===== src/rtl/sched_pkg.sv =====
// Shared scheduler definitions: issue FSM encoding, command direction constants,
// default DDR5 spacing values and the spacing-selection helper.
package sched_pkg;

   typedef enum logic [1:0] {
      ST_IDLE = 2'd0,
      ST_REQ  = 2'd1,
      ST_POP  = 2'd2,
      ST_WAIT = 2'd3
   } sched_state_e;

   localparam logic RW_WRITE = 1'b1;
   localparam logic RW_READ  = 1'b0;

   localparam int unsigned DEF_Q_MAX = 32'd8;
   localparam int unsigned DEF_T_CCD = 32'd4;
   localparam int unsigned DEF_T_WTR = 32'd6;
   localparam int unsigned DEF_T_RTW = 32'd3;
   localparam int unsigned DEF_CW    = 32'd8;

   function automatic int unsigned gap_cycles(input logic        last_rw,
                                              input logic        next_rw,
                                              input int unsigned t_ccd,
                                              input int unsigned t_wtr,
                                              input int unsigned t_rtw);
      int unsigned g;
      if (last_rw == next_rw) begin
         g = t_ccd;
      end else if (last_rw == RW_WRITE && next_rw == RW_READ) begin
         g = t_wtr;
      end else begin
         g = t_rtw;
      end
      return g;
   endfunction

   function automatic int unsigned max3(input int unsigned a,
                                        input int unsigned b,
                                        input int unsigned c);
      int unsigned m;
      m = a;
      if (b > m) m = b;
      if (c > m) m = c;
      return m;
   endfunction

endpackage


===== src/rtl/sched_gap_timer.sv =====
// Spacing timer: tracks cycles since the last handshake and counts down the
// remaining gap; a re-target always measures from the handshake cycle.
module sched_gap_timer #(
   parameter int unsigned GW = 32'd4
) (
   input  logic          clk_i,
   input  logic          rst_ni,
   input  logic          start_i,
   input  logic          load_i,
   input  logic [GW-1:0] load_val_i,
   input  logic          ext_i,
   input  logic [GW-1:0] ext_val_i,
   output logic          done_o,
   output logic [GW-1:0] elapsed_o
);

   logic [GW-1:0] el_q, el_d;
   logic [GW-1:0] rem_q, rem_d;
   logic [GW-1:0] tgt_s;

   // Saturating count of cycles since the handshake
   always_comb begin
      if (start_i) begin
         el_d = {{(GW-1){1'b0}}, 1'b1};
      end else if (el_q == {GW{1'b1}}) begin
         el_d = el_q;
      end else begin
         el_d = el_q + {{(GW-1){1'b0}}, 1'b1};
      end
   end

   always_comb begin
      if (ext_i) begin
         tgt_s = ext_val_i;
      end else begin
         tgt_s = load_val_i;
      end
      if (load_i || ext_i) begin
         if (tgt_s > el_d) begin
            rem_d = tgt_s - el_d;
         end else begin
            rem_d = {GW{1'b0}};
         end
      end else if (rem_q != {GW{1'b0}}) begin
         rem_d = rem_q - {{(GW-1){1'b0}}, 1'b1};
      end else begin
         rem_d = rem_q;
      end
   end

   always_ff @(posedge clk_i or negedge rst_ni) begin
      if (!rst_ni) begin
         el_q  <= {GW{1'b0}};
         rem_q <= {GW{1'b0}};
      end else begin
         el_q  <= el_d;
         rem_q <= rem_d;
      end
   end

   assign done_o    = (rem_q == {GW{1'b0}});
   assign elapsed_o = el_q;

endmodule


===== src/rtl/sched_issue_ctrl.sv =====
// Issue end of the scheduler queue: presents the head command with valid/ready,
// pops the queue once per accepted command and enforces tCCD/tWTR/tRTW spacing.
module sched_issue_ctrl
   import sched_pkg::*;
#(
   parameter int unsigned Q_MAX = DEF_Q_MAX,
   parameter int unsigned T_CCD = DEF_T_CCD,
   parameter int unsigned T_WTR = DEF_T_WTR,
   parameter int unsigned T_RTW = DEF_T_RTW,
   parameter int unsigned CW    = DEF_CW
) (
   input  logic          clk,
   input  logic          rst,
   input  logic          valid_in_q,
   input  logic          rw_in_q,
   input  logic          cmd_ready,
   output logic          cmd_valid,
   output logic          cmd_rw,
   output logic          sh_en,
   output logic [CW-1:0] issue_cnt,
   output logic          busy,
   output logic          err
);

   localparam int unsigned T_MAX = max3(T_CCD, T_WTR, T_RTW);
   localparam int unsigned GW    = $clog2(T_MAX) + 32'd1;

   if (Q_MAX < 32'd1 || T_CCD < 32'd1 || T_WTR < 32'd1 || T_RTW < 32'd1 || CW < 32'd1) begin : g_bad_param
      $error("sched_issue_ctrl: depth, timing and counter parameters must be >= 1");
   end

   sched_state_e  state_q, state_d;
   logic          cmd_valid_q, cmd_valid_d;
   logic          cmd_rw_q, cmd_rw_d;
   logic          sh_en_q, sh_en_d;
   logic          busy_q, busy_d;
   logic          err_q, err_d;
   logic          last_rw_q, last_rw_d;
   logic          first_cmd_q, first_cmd_d;
   logic [CW-1:0] issue_cnt_q, issue_cnt_d;

   logic          hs_s;
   logic          dir_ok_s;
   logic          tmr_load_s, tmr_ext_s, tmr_done_s;
   logic [GW-1:0] req_gap_s, pop_gap_s, elapsed_s;

   assign hs_s = cmd_valid_q & cmd_ready;

   // POP assumes the pending head; an empty queue falls back to same-direction spacing
   always_comb begin
      req_gap_s = GW'(gap_cycles(last_rw_q, rw_in_q, T_CCD, T_WTR, T_RTW));
      if (valid_in_q) begin
         pop_gap_s = req_gap_s;
      end else begin
         pop_gap_s = GW'(T_CCD);
      end
      if (first_cmd_q) begin
         dir_ok_s = 1'b1;
      end else if (elapsed_s >= req_gap_s) begin
         dir_ok_s = 1'b1;
      end else begin
         dir_ok_s = 1'b0;
      end
   end

   sched_gap_timer #(
      .GW(GW)
   ) u_gap_timer (
      .clk_i      (clk),
      .rst_ni     (rst),
      .start_i    (hs_s),
      .load_i     (tmr_load_s),
      .load_val_i (pop_gap_s),
      .ext_i      (tmr_ext_s),
      .ext_val_i  (req_gap_s),
      .done_o     (tmr_done_s),
      .elapsed_o  (elapsed_s)
   );

   // Next state; outputs are registered from the next state so they align with it
   always_comb begin
      state_d     = state_q;
      tmr_load_s  = 1'b0;
      tmr_ext_s   = 1'b0;
      cmd_rw_d    = cmd_rw_q;
      last_rw_d   = last_rw_q;
      first_cmd_d = first_cmd_q;
      issue_cnt_d = issue_cnt_q;
      err_d       = err_q;
      case (state_q)
         ST_IDLE: begin
            if (!valid_in_q) begin
               state_d = ST_IDLE;
            end else if (dir_ok_s) begin
               state_d  = ST_REQ;
               cmd_rw_d = rw_in_q;
            end else begin
               state_d   = ST_WAIT;
               tmr_ext_s = 1'b1;
            end
         end
         ST_REQ: begin
            if (!valid_in_q) begin
               err_d = 1'b1;
            end else begin
               err_d = err_q;
            end
            if (hs_s) begin
               state_d     = ST_POP;
               last_rw_d   = cmd_rw_q;
               first_cmd_d = 1'b0;
               issue_cnt_d = issue_cnt_q + {{(CW-1){1'b0}}, 1'b1};
            end else begin
               state_d = ST_REQ;
            end
         end
         ST_POP: begin
            state_d    = ST_WAIT;
            tmr_load_s = 1'b1;
         end
         ST_WAIT: begin
            if (!tmr_done_s) begin
               state_d = ST_WAIT;
            end else if (!valid_in_q) begin
               state_d = ST_IDLE;
            end else if (dir_ok_s) begin
               state_d  = ST_REQ;
               cmd_rw_d = rw_in_q;
            end else begin
               state_d   = ST_WAIT;
               tmr_ext_s = 1'b1;
            end
         end
         default: begin
            state_d = ST_IDLE;
         end
      endcase
      cmd_valid_d = (state_d == ST_REQ);
      sh_en_d     = (state_d == ST_POP);
      busy_d      = (state_d != ST_IDLE);
   end

   always_ff @(posedge clk or negedge rst) begin
      if (!rst) begin
         state_q     <= ST_IDLE;
         cmd_valid_q <= 1'b0;
         cmd_rw_q    <= 1'b0;
         sh_en_q     <= 1'b0;
         busy_q      <= 1'b0;
         err_q       <= 1'b0;
         last_rw_q   <= 1'b0;
         first_cmd_q <= 1'b1;
         issue_cnt_q <= {CW{1'b0}};
      end else begin
         state_q     <= state_d;
         cmd_valid_q <= cmd_valid_d;
         cmd_rw_q    <= cmd_rw_d;
         sh_en_q     <= sh_en_d;
         busy_q      <= busy_d;
         err_q       <= err_d;
         last_rw_q   <= last_rw_d;
         first_cmd_q <= first_cmd_d;
         issue_cnt_q <= issue_cnt_d;
      end
   end

   assign cmd_valid = cmd_valid_q;
   assign cmd_rw    = cmd_rw_q;
   assign sh_en     = sh_en_q;
   assign busy      = busy_q;
   assign err       = err_q;
   assign issue_cnt = issue_cnt_q;

endmodule


===== config.mk =====
export PLATFORM = sky130hd
export DESIGN_NAME = sched_issue_ctrl
export DESIGN_NICKNAME = d
export VERILOG_FILES = /design/src/rtl/sched_pkg.sv /design/src/rtl/sched_gap_timer.sv /design/src/rtl/sched_issue_ctrl.sv
export SDC_FILE = /design/constraint.sdc
export NUM_CORES = 1
export LEC_CHECK = 0
export CORE_MARGIN = 2
export CORE_UTILIZATION = 50
export DETAILED_ROUTE_END_ITERATION = 8
export GPL_TIMING_DRIVEN = 0
export HOLD_SLACK_MARGIN = 0.1
export PLACE_DENSITY = 0.72
export SYNTH_ARGS = -nofsm -noshare
export SYNTH_HDL_FRONTEND = slang
export SYNTH_HIERARCHICAL = 1
export SYNTH_SLANG_ARGS = --single-unit

===== constraint.sdc =====
create_clock -name clk -period 3.82 [get_ports clk]
set_input_delay 0.955 -clock clk [delete_from_list [all_inputs] [get_ports clk]]
set_output_delay 0.955 -clock clk [all_outputs]
set_load 0.05 [all_outputs]

==> results of run 1 <==
[final cells by class]
cell class	instances	area share, %
clock buffers	3	1.212
multi-input cells	113	47.81
well taps	33	2.222
flip-flops and latches	25	33.74
clock inverters	1	0.2694
repair buffers	20	10.30
inverters	18	3.636
plain buffers	2	0.8081
[state kept, by name, summed over array words and instances, names as in the netlist]
signal                 flops
issue_cnt                  8
u_gap_timer/elapsed_o      4
u_gap_timer/rem_q          4
state_q                    2
busy                       1
cmd_rw                     1
cmd_valid                  1
err                        1
first_cmd_q                1
last_rw_q                  1
sh_en                      1
[path summary, 6_finish.rpt]
| path | to | cells past startpoint | slack [ns] |
|---|---|---|---|
| worst max register to register | u_gap_timer/rem_q[0]$_DFFE_PN0P_ | 14 | 0.64 |
| min in group asynchronous | issue_cnt[0]$_DFFE_PN0P_ | 1 | 1.22 |
| worst max-delay path | u_gap_timer/rem_q[0]$_DFFE_PN0P_ | 14 | 0.17 |
| max in group asynchronous | u_gap_timer/rem_q[3]$_DFFE_PN0P_ | 1 | 1.91 |
| worst min register to register | err$_DFFE_PN0P_ | 1 | 0.48 |
| worst min-delay path | err$_DFFE_PN0P_ | 1 | 0.48 |
[per-layer routing]
layer	track usage [%]	vias to the layer above	share of wire (%)
li1	-	585	-
met4	6.984	0	1.5
met1	24.86	580	41
met5	0	-	0
met3	2.838	4	4.4
met2	37.99	31	53
[kinds of logic after synthesis]
| logic type | after synthesis | share of synthesized area, % |
|---|---|---|
| compound gates | 23 | 10.62 |
| fa+ha+maj | 16 | 13.46 |
| xor+xnor | 12 | 6.813 |
| mux | 6 | 4.217 |
| buf+inv | 20 | 5.352 |
| other cells | 1 | 0.2431 |
| flops | 25 | 40.63 |
| simple gates | 54 | 18.65 |
[through the flow]
stage	setup WS, ns	hold WS (ns)	cell area (sq um)
2_1_floorplan	0.03636	0.4849	1575
3_3_place_gp	-0.5885	0.4405	1787
3_5_place_dp	-0.7439	0.4468	1787
4_1_cts	0.07663	0.4802	1848
5_1_grt	0.01651	0.4913	1858
6_report	0.1716	0.4753	1858
[worst max-delay path, stage by stage]
cell and delay [ns]:
dlygate4sd2_1 0.28, ha_4 0.19, ha_1 0.28, nand2b_4 0.15, a21oi_2 0.14, o21ai_2 0.10
nor4_4 0.19, buf_4 0.18, mux2_2 0.33, ha_1 0.34, a211o_1 0.35, o2111ai_4 0.09
nor2_1 0.07, o22a_1 0.21
[power groups by stage]
| stage | combinational (mW) | sequential (mW) | clock [mW] |
|---|---|---|---|
| 2_1_floorplan | 0.703 | 0.554 | 0 |
| 3_3_place_gp | 1.00 | 0.450 | 0 |
| 3_5_place_dp | 1.05 | 0.458 | 0 |
| 4_1_cts | 1.07 | 0.451 | 0.125 |
| 5_1_grt | 1.22 | 0.468 | 0.136 |
| 6_report | 1.08 | 0.452 | 0.120 |
[placed cells by master (no fill, tap or decap), types with 3 or more instances in the layout]
master,instances
a21oi_1,4
inv_1,18
nand2_1,10
nor3_1,4
clkbuf_4,3
nand4_1,3
dfrtp_1,24
clkdlybuf4s50_1,16
or3_1,3
xnor2_1,11
nor2_1,10
buf_4,3
ha_1,13
nand3_1,6
o21ai_0,4
[timing repair]
action / 4_1_cts / 5_1_grt
endpoints found under the hold margin: 0 / 0
cloned: 0 / 0
buffers inserted: 3 / 0
resized for setup: 3 / 2
pin swaps: 2 / 4
endpoints found under the setup margin: 4 / 3
==> qor.csv, run 1 <==
stage,metric,value,unit
logic_synthesis,synth_enable_flop_cells,0,
worst_setup_path,worst-endpoint-arrival,3.86,ns
detailed_routing,drt_first_pass_iters,4,
floorplan,pin_count,18,
timing,setup_tns,0,ns
timing,finalHoldViolCount,0,
global_route,grt_usage,20.80,%
floorplan,core_area,0.003003,sq mm
floorplan,fp.dieH,59.55,um
logic_synthesis,ys_top_cells_by_count,"24 x dfrtp_1, 18 x inv_1, 15 x ha_1",
logic_synthesis,synth.area.top_cells,"dfrtp_1 39%, ha_1 12%, xnor2_1 6.2%",
power,p_leak,0.8685,nW
floorplan,start_util,51.38,%
logic_synthesis,synth_cells,157,
final_layout,fin_util,61.88,%
power,seq_power_share,27.3,%
timing,rsz0062_at_grt,false,
final_layout,final-seq-area,626.9,sq um
clock_tree,clk_pin_slew,0.15,ns
timing,fin_crit_sh,95.51,%
detailed_routing,drc,0,
logic_synthesis,seq_area_frac_synth,40.63,%
global_route,antenna_found_initial,0,
power,p_comb_share,65.5,%
power,p_sw_share,47.22,%
global_route,overflow,0,
power,p_switching,0.7819,mW
global_route,grt_max_degree,26,
clock_tree,clock_path_buffers,2,
detailed_routing,postRouteAntennaNets,0,
logic_synthesis,yosys_register_bits,25,
floorplan,fp-row-count,20,
timing,fmax,274.1,MHz
logic_synthesis,synth_top_area_share,38.93,%
final_layout,fin_nets,204,
place,port_buffers,17,
logic_synthesis,async_flop_share,100.0,%
power,report.power.total,1.656,mW
detailed_routing,wl,3144,um
clock_tree,cts.sinks,25,
place,dpl.cell_count,208,
clock_tree,cts_made_buffers,3,
logic_synthesis,netlist-cell-type-count,43,
final_layout,nFillCells,257,
logic_synthesis,syn_area_per_cell,9.826,sq um
power,clockPowerShare,7.2,%
detailed_routing,routed-via-count,1200,
worst_setup_path,path_max_fanout,5,
worst_setup_path,startpoint,rw_in_q,
worst_hold_path,min_from,err$_DFFE_PN0P_,
worst_setup_path,critPathKind,input port to flip-flop,
final_layout,drive_gt1_share,13.19,%
timing,period_minus_slack,3.648,ns
power,powerDensity,891.2,mW/mm^2
logic_synthesis,yosysTopAreaCell,dfrtp_1,
worst_setup_path,r2r_start,last_rw_q$_DFFE_PN0P_,
global_route,grt_pass1_vias,1211,
worst_setup_path,endpoint_kind,flip-flop,
clock_tree,cts_max_level,1,
floorplan,design.die.area,0.003546,sq mm
run_status,outcome,"finished, final reports clean",
logic_synthesis,synth-main-ff-cell,dfrtp_1,
timing,tightest_slew,1.139,ns
detailed_routing,wire_per_inst,14.62,um
timing,slew_headroom,23.82,%
logic_synthesis,yosysMostFrequentCell,dfrtp_1,
logic_synthesis,synth_warnings,6,
power,p_int,0.8739,mW
place,dp_hpwl,2398,um
global_route,grt_pass1_wl,5506,um
timing,maxSlewViolCount,0,
timing,skew,0.01686,ns
timing,setup_violations,0,
worst_hold_path,hp-class,flip-flop to flip-flop,
logic_synthesis,syn_area,0.001543,sq mm
worst_setup_path,cp.required,4.03,ns
final_layout,syn2layout_area_growth,20.44,%
clock_tree,insertion_delay,0.32,ns
clock_tree,cts_hold_buf,0,
place,routabilityCongestion,0.8523,
final_layout,n_antenna_cell,0,
clock_tree,root_buffer,clkbuf_4,
power,ir_drop,0.4760,mV
final_layout,final_cells,215,
final_layout,multi_input_area,888.4,sq um
detailed_routing,via_per_inst,5.581,
worst_setup_path,start_kind,input port,
clock_tree,cts_tree,yes,
flow_run,drv_cap,0,
floorplan,die_w,59.55,um
detailed_routing,drt_iter0_markers,81,
(Power assumes the default switching activity.)
==> inputs of run 2 (changes only) <==
Settings changed: CORE_ASPECT_RATIO from default to 0.9.
==> run 2 against run 1 <==
Net effect:
- wire length increased by 2.8%
- flip-flop and latch count unchanged
- utilization increased by 1.6 points
- hold slack improved by 0.0071 ns
- die area about the same
- critical path type unchanged
- largest cell class unchanged
==> qor.csv, run 2 (synthesis results as in run 1) <==
stage,metric,value,unit
worst_setup_path,worst-endpoint-arrival,3.83,ns
final_layout,final_cell_mix,"24 x dfrtp_1, 18 x inv_1, 16 x clkdlybuf4s50_1",
detailed_routing,wire_per_inst,14.18,um
floorplan,start_util,51.50,%
worst_setup_path,start_kind,input port,
final_layout,fin_nets,208,
detailed_routing,postRouteAntennaNets,0,
global_route,overflow,0,
power,ir_drop,0.4632,mV
flow_run,drv_cap,0,
final_layout,drive_gt1_share,16.13,%
worst_setup_path,cp.required,4.05,ns
place,place_area,0.001798,sq mm
timing,fmax,277.3,MHz
place,dpl.cell_count,217,
clock_tree,clk_pin_slew,0.15,ns
worst_setup_path,r2r_slack,0.51,ns
timing,maxSlewViolCount,0,
place,place_ws,-0.7375,ns
power,seq_power_share,26.2,%
detailed_routing,routed-via-count,1230,
floorplan,fp-row-count,19,
clock_tree,cts_made_buffers,3,
place,port_buffers,17,
final_layout,largest_reg_flops,8,
worst_setup_path,r2r_start,last_rw_q$_DFFE_PN0P_,
clock_tree,clock_path_buffers,2,
global_route,grt_max_degree,26,
timing,rsz0062_at_grt,false,
global_route,antenna_found_initial,0,
timing,skew,0.002936,ns
final_layout,mostFrequentLayoutCell,dfrtp_1,
global_route,grt_usage,19.90,%
timing,finalHoldViolCount,0,
power,p_comb_share,66.5,%
worst_setup_path,path_max_fanout,4,
floorplan,pin_count,18,
worst_setup_path,startpoint,rw_in_q,
power,clockPowerShare,7.4,%
global_route,grt_pass1_wl,5547,um
final_layout,final_cells,228,
power,p_int,0.9110,mW
power,report.power.total,1.718,mW
power,p_leak,0.8809,nW
timing,tightest_slew,1.111,ns
global_route,grt_pass1_vias,1212,
detailed_routing,drt_iter0_markers,42,
detailed_routing,via_per_inst,5.395,
clock_tree,insertion_delay,0.33,ns
clock_tree,root_buffer,clkbuf_4,
worst_hold_path,hp-class,flip-flop to flip-flop,
floorplan,die_w,62.55,um
place,routabilityCongestion,0.7875,
timing,slew_headroom,25.73,%
place,dp_hpwl,2428,um
final_layout,syn2layout_area_growth,23.20,%
final_layout,n_antenna_cell,0,
worst_setup_path,rr_worst_depth,15,
power,p_switching,0.8067,mW
floorplan,fp.dieH,56.70,um
detailed_routing,drc,0,
timing,fin_crit_sh,94.40,%
worst_setup_path,cp-endpoint,u_gap_timer/rem_q[0]$_DFFE_PN0P_,
worst_setup_path,r2r-end,u_gap_timer/rem_q[0]$_DFFE_PN0P_,
clock_tree,cts_tree,yes,
timing,setup_violations,0,
worst_setup_path,endpoint_kind,flip-flop,
final_layout,fin_area,0.001901,sq mm
clock_tree,cts_hold_buf,0,
run_status,outcome,"finished, final reports clean",
timing,setup_slack,0.2141,ns
timing,period_minus_slack,3.606,ns
power,powerDensity,903.8,mW/mm^2
power,p_sw_share,46.96,%
detailed_routing,drt_first_pass_iters,4,
floorplan,design.die.area,0.003546,sq mm
clock_tree,cts_max_level,1,
clock_tree,cts.sinks,25,
detailed_routing,wl,3233,um
floorplan,core_area,0.002995,sq mm
worst_setup_path,critPathKind,input port to flip-flop,
## run 2: cell types whose count changed in the layout (fill, tap and decap cells not counted), sizes merged
cell | before | now
buf | 4 | 8
clkbuf | 4 | 5
clkinv | 1 | 0
clkinvlp | 0 | 1
dlygate4sd2 | 1 | 0
## run 2: how the worst min path moves through the flow
| stage | cells after the start | from | endpoint | slack (ns) |
|---|---|---|---|---|
| floorplan | 1 | first_cmd_q$_DFFE_PN1P_ | first_cmd_q$_DFFE_PN1P_ | 0.48 |
| global placement | 1 | issue_cnt[7]$_DFFE_PN0P_ | issue_cnt[7]$_DFFE_PN0P_ | 0.46 |
| detailed placement | 1 | err$_DFFE_PN0P_ | err$_DFFE_PN0P_ | 0.46 |
| CTS | 1 | issue_cnt[7]$_DFFE_PN0P_ | issue_cnt[7]$_DFFE_PN0P_ | 0.49 |
| global route | 1 | issue_cnt[7]$_DFFE_PN0P_ | issue_cnt[7]$_DFFE_PN0P_ | 0.50 |
| finish | 1 | issue_cnt[7]$_DFFE_PN0P_ | issue_cnt[7]$_DFFE_PN0P_ | 0.48 |
## run 2: layout make-up
type / instances / area, sq um
fill: 265 / 1095
multi-input combinational: 113 / 890.9
sequential: 25 / 626.9
timing repair buffer: 24 / 217.7
inverter: 18 / 67.56
tap: 42 / 52.55
clock buffer: 3 / 22.52
buffer: 2 / 15.01
clock inverter: 1 / 7.507
## run 2: timing repair
action                     4_1_cts  5_1_grt
gates resized for setup          3        5
setup endpoints to repair        4        3
pin swaps                        1        9
setup buffers                    3        4
## run 2: layer usage
metal	up-vias	wire length [um]	share of wire, %	global-route usage [%]
li1	596	-	-	-
met1	606	1535	47	26.68
met2	26	1589	49	33.03
met3	2	87	2.7	3.206
met4	0	21	0.65	6.667
met5	-	0	0	0
## run 2: stage by stage
step | setup TNS [ns] | utilization [%] | hold WS [ns]
floorplan | 0 | - | 0.4849
CTS | 0 | 62.16 | 0.4876
detailed placement | -2.732 | 60.03 | 0.4621
global route | 0 | 63.45 | 0.4977
finish | 0 | 63.45 | 0.4824
global placement | -2.240 | 60.03 | 0.4589
## run 2: worst max-delay path, stage by stage
cell       delay [ns]
clkbuf_2         0.11
ha_4             0.17
ha_1             0.28
nand2b_4         0.15
a21oi_2          0.14
o21ai_2          0.09
nor4_4           0.37
mux2i_1          0.27
ha_2             0.21
inv_1            0.05
fa_2             0.35
a211o_1          0.30
o2111ai_4        0.10
nor2_1           0.08
o22a_1           0.21
## run 2: power groups by stage
stage,logic [mW],clock network (mW),registers [mW]
4_1_cts,1.07,0.130,0.450
6_report,1.14,0.126,0.450
2_1_floorplan,0.703,0,0.554
3_5_place_dp,1.05,0,0.456
3_3_place_gp,1.00,0,0.448
5_1_grt,1.26,0.139,0.466
==> inputs of run 3 (changes only) <==
Settings changed: CORE_UTILIZATION 50 to 55, PLACE_DENSITY 0.72 to 0.79.
==> run 3 against run 2 <==
Net effect:
- cell area decreased by 1.3%
- cell count fell by 7.0%
- fmax shrank 3.5%
- clock skew rose by 0.0028 ns
- hold slack improved by 0.0085 ns
- critical path depth is the same
- register-to-register slack got worse by 0.09 ns
- sequential share of layout area increased by 0.42 points
- wire length is 0.68% higher
- non-clock buffer count shrank 4
- clock power fell by 3%
- critical path type unchanged
==> qor.csv, run 3 (synthesis results as in run 1) <==
stage,metric,value,unit
run_status,outcome,"finished, final reports clean",
global_route,grtUsageMet1,28.51,%
worst_setup_path,rr_worst_depth,15,
worst_setup_path,critPathKind,input port to flip-flop,
place,dp_hpwl,2550,um
global_route,use_met2,35.87,%
global_route,grt_max_degree,26,
final_layout,drive_gt1_share,14.84,%
timing,finalHoldViolCount,0,
clock_tree,cts.sinks,25,
timing,fmax,267.7,MHz
clock_tree,root_buffer,clkbuf_4,
clock_tree,cts_max_level,1,
final_layout,final_cell_mix,"24 x dfrtp_1, 18 x inv_1, 16 x clkdlybuf4s50_1",
worst_setup_path,endpoint_kind,flip-flop,
final_layout,fin_util,69.44,%
place,port_buffers,17,
floorplan,pin_count,18,
floorplan,die_w,59.83,um
flow_run,drv_cap,0,
timing,slew_headroom,28.14,%
detailed_routing,drt_first_pass_iters,5,
place,place_area,0.001783,sq mm
detailed_routing,drc,0,
power,report.power.total,1.715,mW
final_layout,mostFrequentLayoutCell,dfrtp_1,
global_route,grt.busiest_layer,met2,
timing,skew,0.005779,ns
clock_tree,clock_path_buffers,2,
global_route,grt_use_met3,4.019,%
final_layout,n_antenna_cell,0,
detailed_routing,via_per_inst,5.755,
worst_setup_path,startpoint,rw_in_q,
timing,setup_violations,0,
detailed_routing,drt_iter0_markers,52,
global_route,grt_pass1_wl,5181,um
power,powerDensity,913.7,mW/mm^2
power,p_leak,0.8663,nW
floorplan,fp.dieH,54.25,um
worst_setup_path,start_kind,input port,
worst_hold_path,min_from,err$_DFFE_PN0P_,
final_layout,fin_nets,204,
floorplan,core_area,0.002703,sq mm
global_route,grt_pass1_vias,1155,
timing,setup_tns,0,ns
worst_setup_path,cp.required,4.04,ns
timing,period_minus_slack,3.735,ns
global_route,overflow,0,
worst_setup_path,worst-endpoint-arrival,3.96,ns
worst_setup_path,r2r-end,u_gap_timer/rem_q[0]$_DFFE_PN0P_,
place,routabilityCongestion,0.8077,
final_layout,syn2layout_area_growth,21.65,%
floorplan,start_util,57.08,%
detailed_routing,postRouteAntennaNets,0,
worst_setup_path,r2r_start,last_rw_q$_DFFE_PN0P_,
power,ir_drop,0.4707,mV
global_route,antenna_found_initial,0,
worst_setup_path,cp-endpoint,u_gap_timer/rem_q[0]$_DFFE_PN0P_,
timing,maxSlewViolCount,0,
clock_tree,insertion_delay,0.32,ns
timing,fin_crit_sh,97.78,%
worst_setup_path,critPathMaxStageDelay,0.42,ns
detailed_routing,wl,3255,um
clock_tree,cts_made_buffers,3,
worst_setup_path,path_max_fanout,5,
floorplan,design.die.area,0.003245,sq mm
detailed_routing,wire_per_inst,15.35,um
clock_tree,clk_pin_slew,0.14,ns
final_layout,nFillCells,216,
final_layout,multi_input_area,912.1,sq um
clock_tree,cts_tree,yes,
worst_hold_path,hp-class,flip-flop to flip-flop,
timing,hold_slack,0.4909,ns
final_layout,largest_reg_flops,8,
detailed_routing,routed-via-count,1220,
final_layout,final-seq-area,626.9,sq um
final_layout,fin_area,0.001877,sq mm
floorplan,fp-row-count,18,
worst_setup_path,r2r_slack,0.42,ns
worst_setup_path,crit_slowest_cell,nor4_4,
worst_setup_path,crit_chain,clkbuf_2 > ha_4 > ha_1 > nand2b_4 > a21oi_4 > o21ai_4 > nor4_4 > mux2i_1 > ha_2 > inv_1 > fa_2 > a211o_1 > o2111ai_4 > nor2_1 > o22a_1,
global_route,grt_usage,21.61,%
timing,tightest_slew,1.075,ns
-- run 3: changes by cell type in the layout (fill, tap and decap cells not counted), sizes merged --
cell / previous run / this run
buf: 8 / 4
-- run 3: stage by stage --
step           setup slack, ns  std cells
2_1_floorplan          0.03636        158
5_1_grt               -0.02067        212
3_3_place_gp           -0.5760        205
3_5_place_dp           -0.7337        205
4_1_cts               0.003120        211
6_report               0.08472        212
-- run 3: power by group --
| group | internal, mW | switching (mW) |
|---|---|---|
| combinational | 0.500 | 0.642 |
| sequential | 0.360 | 0.0917 |
| clock | 0.0400 | 0.0815 |
-- run 3: layer usage --
layer  wire, um  vias up  part of all wire (%)
li1           -      586                     -
met1       1437      583                    44
met2       1614       43                    50
met3        162        8                   5.0
met4         40        0                   1.2
met5          0        -                     0
-- run 3: critical path, delay by kind of cell --
kind                     cells  cell delay (ns)
AO/OA/AOI/OAI                5             0.86
adder cells (fa/ha/maj)      4             1.03
AND/OR/NAND/NOR              3             0.64
buffers and inverters        2             0.17
multiplexers                 1             0.30
-- run 3: repair_timing --
item	in CTS	in global routing
resized for setup	3	8
buffers inserted	2	1
pin swaps	2	6
endpoints found under the setup margin	4	4
hold buffers	0	0
-- run 3: layout make-up --
class                   count  share of cell area (%)
plain buffers               2                  0.8000
multi-input cells         113                   48.60
well taps                  30                   2.000
clock buffers               3                   1.200
flip-flops and latches     25                   33.40
clock inverters             1                  0.4000
inverters                  18                   3.600
repair buffers             20                   10.00
-- run 3: worst min-delay path by stage --
stage                         endpoint  slack [ns]  depth (start not counted)
6_report               err$_DFFE_PN0P_        0.49                          1
3_3_place_gp           err$_DFFE_PN0P_        0.46                          1
4_1_cts                err$_DFFE_PN0P_        0.50                          1
5_1_grt                err$_DFFE_PN0P_        0.51                          1
3_5_place_dp           err$_DFFE_PN0P_        0.46                          1
2_1_floorplan  first_cmd_q$_DFFE_PN1P_        0.48                          1
